`src/rtl/matvec_ctrl_pkg.sv`:
```
// Shared definitions for the matrix-vector controller: FSM encoding and width helpers.
package matvec_ctrl_pkg;

    typedef enum logic [1:0] {
        ST_IDLE = 2'd0,
        ST_LOAD = 2'd1,
        ST_RUN  = 2'd2,
        ST_HOLD = 2'd3
    } state_e;

    function automatic int log2_ceil(input int value);
        int r;
        r = 0;
        for (int i = 0; i < 31; i++) begin
            if ((1 << i) < value) r = i + 1;
        end
        return r;
    endfunction

    function automatic int calc_bitwidth(input int qn, input int qm);
        return qn + qm + 1;
    endfunction

endpackage

```
`src/rtl/matvec_ctrl_if.sv`:
```
// Bundle of the controller's command, weight-stream, weight-RAM, engine and result signals.
interface matvec_ctrl_if
    import matvec_ctrl_pkg::*;
#(
    parameter int NROW          = 16,
    parameter int NCOL          = 4,
    parameter int BITWIDTH      = calc_bitwidth(6, 11),
    parameter int ADDR_BITWIDTH = log2_ceil(4)
);
    logic                         start;
    logic                         load_w;
    logic [BITWIDTH*NCOL-1:0]     x_vec;
    logic                         w_valid;
    logic                         w_ready;
    logic [BITWIDTH*NROW-1:0]     w_data;
    logic                         wram_we;
    logic [ADDR_BITWIDTH-1:0]     wram_waddr;
    logic [BITWIDTH*NROW-1:0]     wram_wdata;
    logic                         dp_reset;
    logic [ADDR_BITWIDTH-1:0]     dp_col_addr;
    logic [BITWIDTH-1:0]          dp_input;
    logic                         dp_ready;
    logic [BITWIDTH*NROW-1:0]     dp_out;
    logic [BITWIDTH*NROW-1:0]     result;
    logic                         result_valid;
    logic                         result_ready;
    logic                         busy;
    logic                         error;

    modport master (
        input  start, load_w, x_vec, w_valid, w_data, dp_col_addr, dp_ready, dp_out, result_ready,
        output w_ready, wram_we, wram_waddr, wram_wdata, dp_reset, dp_input,
               result, result_valid, busy, error
    );

    modport slave (
        output start, load_w, x_vec, w_valid, w_data, dp_col_addr, dp_ready, dp_out, result_ready,
        input  w_ready, wram_we, wram_waddr, wram_wdata, dp_reset, dp_input,
               result, result_valid, busy, error
    );
endinterface

```
`src/rtl/matvec_ctrl.sv`:
```
// Sequences optional weight load, dot-product run and result hand-off; RUN starts 1 cycle after
// start or the last weight beat. w_valid low stalls LOAD; result_ready low holds HOLD indefinitely.
module matvec_ctrl
    import matvec_ctrl_pkg::*;
#(
    parameter int NROW        = 16,
    parameter int NCOL        = 4,
    parameter int QN          = 6,
    parameter int QM          = 11,
    parameter int RUN_TIMEOUT = 1024
) (
    input  logic             clock,
    input  logic             reset,
    matvec_ctrl_if.master    bus
);
    localparam int BITWIDTH      = calc_bitwidth(QN, QM);
    localparam int ADDR_BITWIDTH = log2_ceil(NCOL);
    localparam int CNT_W         = log2_ceil(RUN_TIMEOUT + 1);
    localparam logic [ADDR_BITWIDTH-1:0] LAST_COL = ADDR_BITWIDTH'(NCOL - 1);

    state_e                      state_q, state_d;
    logic [ADDR_BITWIDTH-1:0]    col_q, col_d;
    logic [CNT_W-1:0]            run_cnt_q, run_cnt_d;
    logic                        rdy_prev_q, rdy_prev_d;
    logic [BITWIDTH*NCOL-1:0]    x_q, x_d;
    logic [BITWIDTH*NROW-1:0]    result_q, result_d;
    logic                        error_q, error_d;
    logic                        w_beat;

    // Handshake outputs are masked by reset so a beat in the reset cycle never lands.
    assign w_beat = (state_q == ST_LOAD) && bus.w_valid && !reset;

    always_comb begin
        state_d    = state_q;
        col_d      = col_q;
        run_cnt_d  = run_cnt_q;
        rdy_prev_d = 1'b1;
        x_d        = x_q;
        result_d   = result_q;
        error_d    = error_q;
        case (state_q)
            ST_IDLE: begin
                if (bus.start) begin
                    x_d       = bus.x_vec;
                    error_d   = 1'b0;
                    col_d     = '0;
                    run_cnt_d = '0;
                    state_d   = bus.load_w ? ST_LOAD : ST_RUN;
                end
            end
            ST_LOAD: begin
                if (w_beat) begin
                    col_d = col_q + ADDR_BITWIDTH'(1);
                    if (col_q == LAST_COL) state_d = ST_RUN;
                end
            end
            ST_RUN: begin
                // Previous-ready is forced high outside RUN, so a level already high on entry is no edge.
                rdy_prev_d = bus.dp_ready;
                if (bus.dp_ready && !rdy_prev_q) begin
                    result_d = bus.dp_out;
                    state_d  = ST_HOLD;
                end else if (run_cnt_q == CNT_W'(RUN_TIMEOUT - 1)) begin
                    error_d = 1'b1;
                    state_d = ST_IDLE;
                end else begin
                    run_cnt_d = run_cnt_q + CNT_W'(1);
                end
            end
            ST_HOLD: begin
                if (bus.result_ready) state_d = ST_IDLE;
            end
            default: state_d = ST_IDLE;
        endcase
    end

    always_ff @(posedge clock) begin
        if (reset) begin
            state_q    <= ST_IDLE;
            col_q      <= '0;
            run_cnt_q  <= '0;
            rdy_prev_q <= 1'b1;
            x_q        <= '0;
            result_q   <= '0;
            error_q    <= 1'b0;
        end else begin
            state_q    <= state_d;
            col_q      <= col_d;
            run_cnt_q  <= run_cnt_d;
            rdy_prev_q <= rdy_prev_d;
            x_q        <= x_d;
            result_q   <= result_d;
            error_q    <= error_d;
        end
    end

    assign bus.w_ready      = (state_q == ST_LOAD) && !reset;
    assign bus.wram_we      = w_beat;
    assign bus.wram_waddr   = col_q;
    assign bus.wram_wdata   = bus.w_data;
    assign bus.dp_reset     = (state_q != ST_RUN);
    assign bus.dp_input     = (state_q == ST_RUN) ?
                              x_q[int'(bus.dp_col_addr) * BITWIDTH +: BITWIDTH] : '0;
    assign bus.result       = result_q;
    assign bus.result_valid = (state_q == ST_HOLD) && !reset;
    assign bus.busy         = (state_q != ST_IDLE);
    assign bus.error        = error_q;

endmodule

```
`src/flat_wrapper.sv`:
```
// flat-port wrapper written by rule: the top's interface ports become plain ports
module matvec_ctrl_flat import matvec_ctrl_pkg::*;
#(
    parameter int NROW        = 16,
    parameter int NCOL        = 4,
    parameter int QN          = 6,
    parameter int QM          = 11,
    parameter int RUN_TIMEOUT = 1024
)
  (clock, reset, bus_start, bus_load_w, bus_x_vec, bus_w_valid, bus_w_data, bus_dp_col_addr, bus_dp_ready, bus_dp_out, bus_result_ready, bus_w_ready, bus_wram_we, bus_wram_waddr, bus_wram_wdata, bus_dp_reset, bus_dp_input, bus_result, bus_result_valid, bus_busy, bus_error);
  matvec_ctrl_if #(.NROW(NROW), .NCOL(NCOL), .BITWIDTH((QN + QM + 1)), .ADDR_BITWIDTH((2))) bus_i ();
  input  logic clock;
  input  logic reset;
  input wire logic [$bits(bus_i.start)-1:0] bus_start;
  input wire logic [$bits(bus_i.load_w)-1:0] bus_load_w;
  input wire logic [$bits(bus_i.x_vec)-1:0] bus_x_vec;
  input wire logic [$bits(bus_i.w_valid)-1:0] bus_w_valid;
  input wire logic [$bits(bus_i.w_data)-1:0] bus_w_data;
  input wire logic [$bits(bus_i.dp_col_addr)-1:0] bus_dp_col_addr;
  input wire logic [$bits(bus_i.dp_ready)-1:0] bus_dp_ready;
  input wire logic [$bits(bus_i.dp_out)-1:0] bus_dp_out;
  input wire logic [$bits(bus_i.result_ready)-1:0] bus_result_ready;
  output wire logic [$bits(bus_i.w_ready)-1:0] bus_w_ready;
  output wire logic [$bits(bus_i.wram_we)-1:0] bus_wram_we;
  output wire logic [$bits(bus_i.wram_waddr)-1:0] bus_wram_waddr;
  output wire logic [$bits(bus_i.wram_wdata)-1:0] bus_wram_wdata;
  output wire logic [$bits(bus_i.dp_reset)-1:0] bus_dp_reset;
  output wire logic [$bits(bus_i.dp_input)-1:0] bus_dp_input;
  output wire logic [$bits(bus_i.result)-1:0] bus_result;
  output wire logic [$bits(bus_i.result_valid)-1:0] bus_result_valid;
  output wire logic [$bits(bus_i.busy)-1:0] bus_busy;
  output wire logic [$bits(bus_i.error)-1:0] bus_error;
  assign bus_i.start = bus_start;
  assign bus_i.load_w = bus_load_w;
  assign bus_i.x_vec = bus_x_vec;
  assign bus_i.w_valid = bus_w_valid;
  assign bus_i.w_data = bus_w_data;
  assign bus_i.dp_col_addr = bus_dp_col_addr;
  assign bus_i.dp_ready = bus_dp_ready;
  assign bus_i.dp_out = bus_dp_out;
  assign bus_i.result_ready = bus_result_ready;
  assign bus_w_ready = bus_i.w_ready;
  assign bus_wram_we = bus_i.wram_we;
  assign bus_wram_waddr = bus_i.wram_waddr;
  assign bus_wram_wdata = bus_i.wram_wdata;
  assign bus_dp_reset = bus_i.dp_reset;
  assign bus_dp_input = bus_i.dp_input;
  assign bus_result = bus_i.result;
  assign bus_result_valid = bus_i.result_valid;
  assign bus_busy = bus_i.busy;
  assign bus_error = bus_i.error;
  matvec_ctrl #(.NROW(NROW), .NCOL(NCOL), .QN(QN), .QM(QM), .RUN_TIMEOUT(RUN_TIMEOUT)) u_core (.clock(clock), .reset(reset), .bus(bus_i));
endmodule
```
`config.mk`:
```
export PLATFORM = sky130hd
export DESIGN_NAME = matvec_ctrl_flat
export DESIGN_NICKNAME = d
export VERILOG_FILES = /design/src/rtl/matvec_ctrl_pkg.sv /design/src/rtl/matvec_ctrl_if.sv /design/src/rtl/matvec_ctrl.sv /design/src/flat_wrapper.sv
export SDC_FILE = /design/constraint.sdc
export NUM_CORES = 1
export LEC_CHECK = 0
export BUFFER_PORTS_ARGS = -buffer_cell sky130_fd_sc_hd__buf_2
export CAP_MARGIN = 10
export CORE_AREA = 5 5 484 486
export CTS_BUF_LIST = sky130_fd_sc_hd__clkbuf_4 sky130_fd_sc_hd__clkbuf_8
export DETAILED_ROUTE_END_ITERATION = 7
export DIE_AREA = 0 0 489 491
export MAX_ROUTING_LAYER = met4
export PLACE_DENSITY = 0.31
export SYNTH_ARGS = -nofsm -noshare
export SYNTH_HDL_FRONTEND = slang
export SYNTH_SLANG_ARGS = --single-unit
```
`constraint.sdc`:
```
create_clock -name clock -period 2.05 [get_ports clock]
set_input_delay 0.1025 -clock clock [delete_from_list [all_inputs] [get_ports clock]]
set_output_delay 0.1025 -clock clock [all_outputs]
set_load 0.05 [all_outputs]
```
==> flow_summary_export.csv <==
group,metric,value,unit
critical_path,critPathLaunchType,"flip-flop",
synth,synth_seq_area_share,47.56,%
layout,area_growth_syn_to_layout,96.45,%
layout,multi_input_area,5836,sq um
floorplan,dieWidth,489,microns
synth,syn_avg_cell_area,7.896,sq um
global_route,antenna_found_initial,11,
power,leakagePower,0.01203,uW
clock_tree,cts_root_buffer,"clkbuf_8",
worst_hold_path,hold_depth,4,
floorplan,rows,176,
clock_tree,clk_pin_slew,60,ps
critical_path,cp_max_fo,2,
clock_tree,clock_sinks,377,
clock_tree,insertion_delay,800,ps
power,p_int,14600,uW
critical_path,cp-end-kind,"output pin",
clock_tree,cts_buffers,81,
floorplan,die_h,491,microns
floorplan,die_area,240100,sq um
synth,synth_edf_count,0,
power,vdd_drop_max,0.0003800,V
critical_path,timing_worst_setup_path_type,"flip-flop to output pin",
synth,async_flop_share,0,%
global_route,grt_pass1_vias,18400,
power,swShare,27.42,%
layout,fillers,26370,
critical_path,critPathArrivalTime,2010,ps
placed_design,numPortBuffers,682,
routing,drtIter0Drc,577,
placed_design,hpwl,80.43,mm
layout,final_cell_mix,"dlygate4sd3_1, nand2_1, buf_2",
power,power_density,645.4,nW/um^2
power,clkPwrFrac,46.8,%
clock_tree,clockBufferDepth,3,
layout,fin_nets,3831,
global_route,grt_pass1_wl,140.1,mm
job,cap_violations,0,
global_route,globalRouteOverflowTotal,0,
routing,antenna_left,0,
run_status,violations,"negative setup slack",
sta,fmax,474.1,MHz
run_status,status,"finished with violations",
sta,fin_crit_sh,102.9,%
routing,drtPass1Iterations,5,
routing,drt-vias-per-instance,2.842,
global_route,grt.total_usage,8.469,%
sta,fin_crit,2109,ps
synth,synth_nets,2669,
routing,route.detailed.drc,0,
synth,ys_types,37,
sta,worstMarginPinSlew,866.1,ps
synth,ys.warnings.count,0,
sta,setup-violations-final,13,
placed_design,place_ws,210.8,ps
synth,syn_inst,2010,
power,p_seq_share,37.7,%
critical_path,cp_data_required_time,1950,ps
global_route,grt_max_degree,141,
sta,final_max_slew_viol_count,0,
worst_hold_path,min_from,"bus_dp_out[140]",
sta,worst_slack,-59.38,ps
sta,rsz0062_at_grt,"true",
clock_tree,htreeDepth,3,
floorplan,ios,1259,
power,p_sw,5518,uW
sta,finalHoldViolCount,0,
floorplan,core_area,229200,sq um
floorplan,start_util,6.923,%
sta,slew_headroom,42.26,%
synth,synth_seq_cells,377,
routing,vias,17830,
layout,ff_latch_area,7561,sq um
worst_hold_path,holdCritPathClass,"primary input to flip-flop",
synth,synth_flop_cell,"dfxtp_1",
clock_tree,cts_tree,"yes",
placed_design,place.gp.congestion,0.7775,
critical_path,crit_start,"u_core.x_q[36]",
layout,drive_above_1_share,30.51,%
power,combPwrFrac,15.4,%
critical_path,timing.rr.start,"u_core.state_q[0]",
synth,syn-cell-area,15870,sq um
routing,routedWlPerCell,17.09,microns
sta,skew,36.72,ps
layout,postLayoutCoreUtil,13.60,%
critical_path,worst_r2r_path_depth,9,
layout,final_common_cell,"dlygate4sd3_1",
routing,wl,107.2,mm
## power by group through the flow
stage | sequential [uW] | combinational, uW | clock (uW)
4_1_cts | 7590 | 2860 | 10100
2_1_floorplan | 7810 | 2210 | 0
6_report | 7590 | 3110 | 9430
3_3_place_gp | 7740 | 1630 | 0
3_5_place_dp | 7750 | 1630 | 0
5_1_grt | 7600 | 3340 | 10300
## synth_stat cells (3+ instances only)
library cell / n / area share, %
o21ai_0: 6 / 0.19
clkbuf_1: 92 / 2.2
or4_1: 7 / 0.33
o31ai_1: 5 / 0.24
a21oi_1: 372 / 12
nand3_1: 5 / 0.16
buf_4: 288 / 14
nand2b_1: 3 / 0.12
dfxtp_1: 377 / 48
nor2b_1: 19 / 0.75
buf_2: 31 / 0.98
nor2_1: 9 / 0.21
nor3_1: 7 / 0.22
nand2_1: 724 / 17
or2_2: 3 / 0.12
inv_1: 8 / 0.19
buf_1: 8 / 0.19
or3_1: 4 / 0.16
mux4_2: 18 / 2.6
## area by class of cell
class	instances	area share, %
Antenna cell	14	0.1124
Clock buffer	125	5.077
Timing Repair Buffer	1499	38.79
Sequential cell	377	24.25
Clock inverter	21	0.8107
Tap cell	3026	12.14
Multi-Input combinational cell	1205	18.72
Inverter	8	0.09632
## worst paths after layout
path | slack [ps] | to
max reg2reg | 60 | u_core.x_q[30]
min | 150 | u_core.bus.result[140]
max | -60 | bus_dp_input[0]
min reg2reg | 450 | u_core.bus.result[210]
## registers in the layout (all words and copies together) (netlist names)
name,count
u_core.bus.result,288
u_core.x_q,72
u_core.run_cnt_q,11
u_core.bus.wram_waddr,2
u_core.state_q,2
u_core.bus.error,1
u_core.rdy_prev_q,1
## metrics by stage
| step | cells | power, uW | setup TNS [ps] | area (sq um) | hold slack (ps) |
|---|---|---|---|---|---|
| after floorplan | 2010 | 10010 | 0 | 15890 | 204.8 |
| after global placement | 5353 | 9372 | 0 | 21170 | 205.3 |
| after detailed placement | 5353 | 9376 | 0 | 21170 | 205.3 |
| after CTS | 6254 | 20520 | -4464 | 30800 | 0.06034 |
| after global routing | 6273 | 21230 | -4598 | 31170 | 20.86 |
| final | 6275 | 20120 | -335.0 | 31180 | 147.4 |
## kinds of logic after synthesis
group,after synthesis,share of synthesized area [%]
flops,377,47.56
buf+inv,428,17.23
mux,20,2.681
compound gates,388,12.42
simple gates,795,19.96
fa+ha+maj,2,0.1577
## timing repair
action | 4_1_cts | 5_1_grt
endpoints found under the hold margin | 377 | 0
pin swaps | 2 | 10
gates cloned | 0 | 9
setup buffers | 8 | 17
hold buffers | 747 | 0
endpoints found under the setup margin | 22 | 67
gates resized for setup | 74 | 56
## metal layers
metal | track usage, % | share of wire [%] | up-vias
met3 | 6.021 | 15 | 276
met2 | 13.46 | 46 | 871
met4 | 4.315 | 5.2 | 0
met5 | - | 0 | -
li1 | - | - | 8559
met1 | 7.505 | 33 | 8125
## worst max-delay path, stage by stage, from the launching register on
cell and delay [ps]:
dfxtp_1 320, mux4_2 510, nor2b_2 220, buf_12 150
No activity file was read; power rests on OpenSTA's default activity.
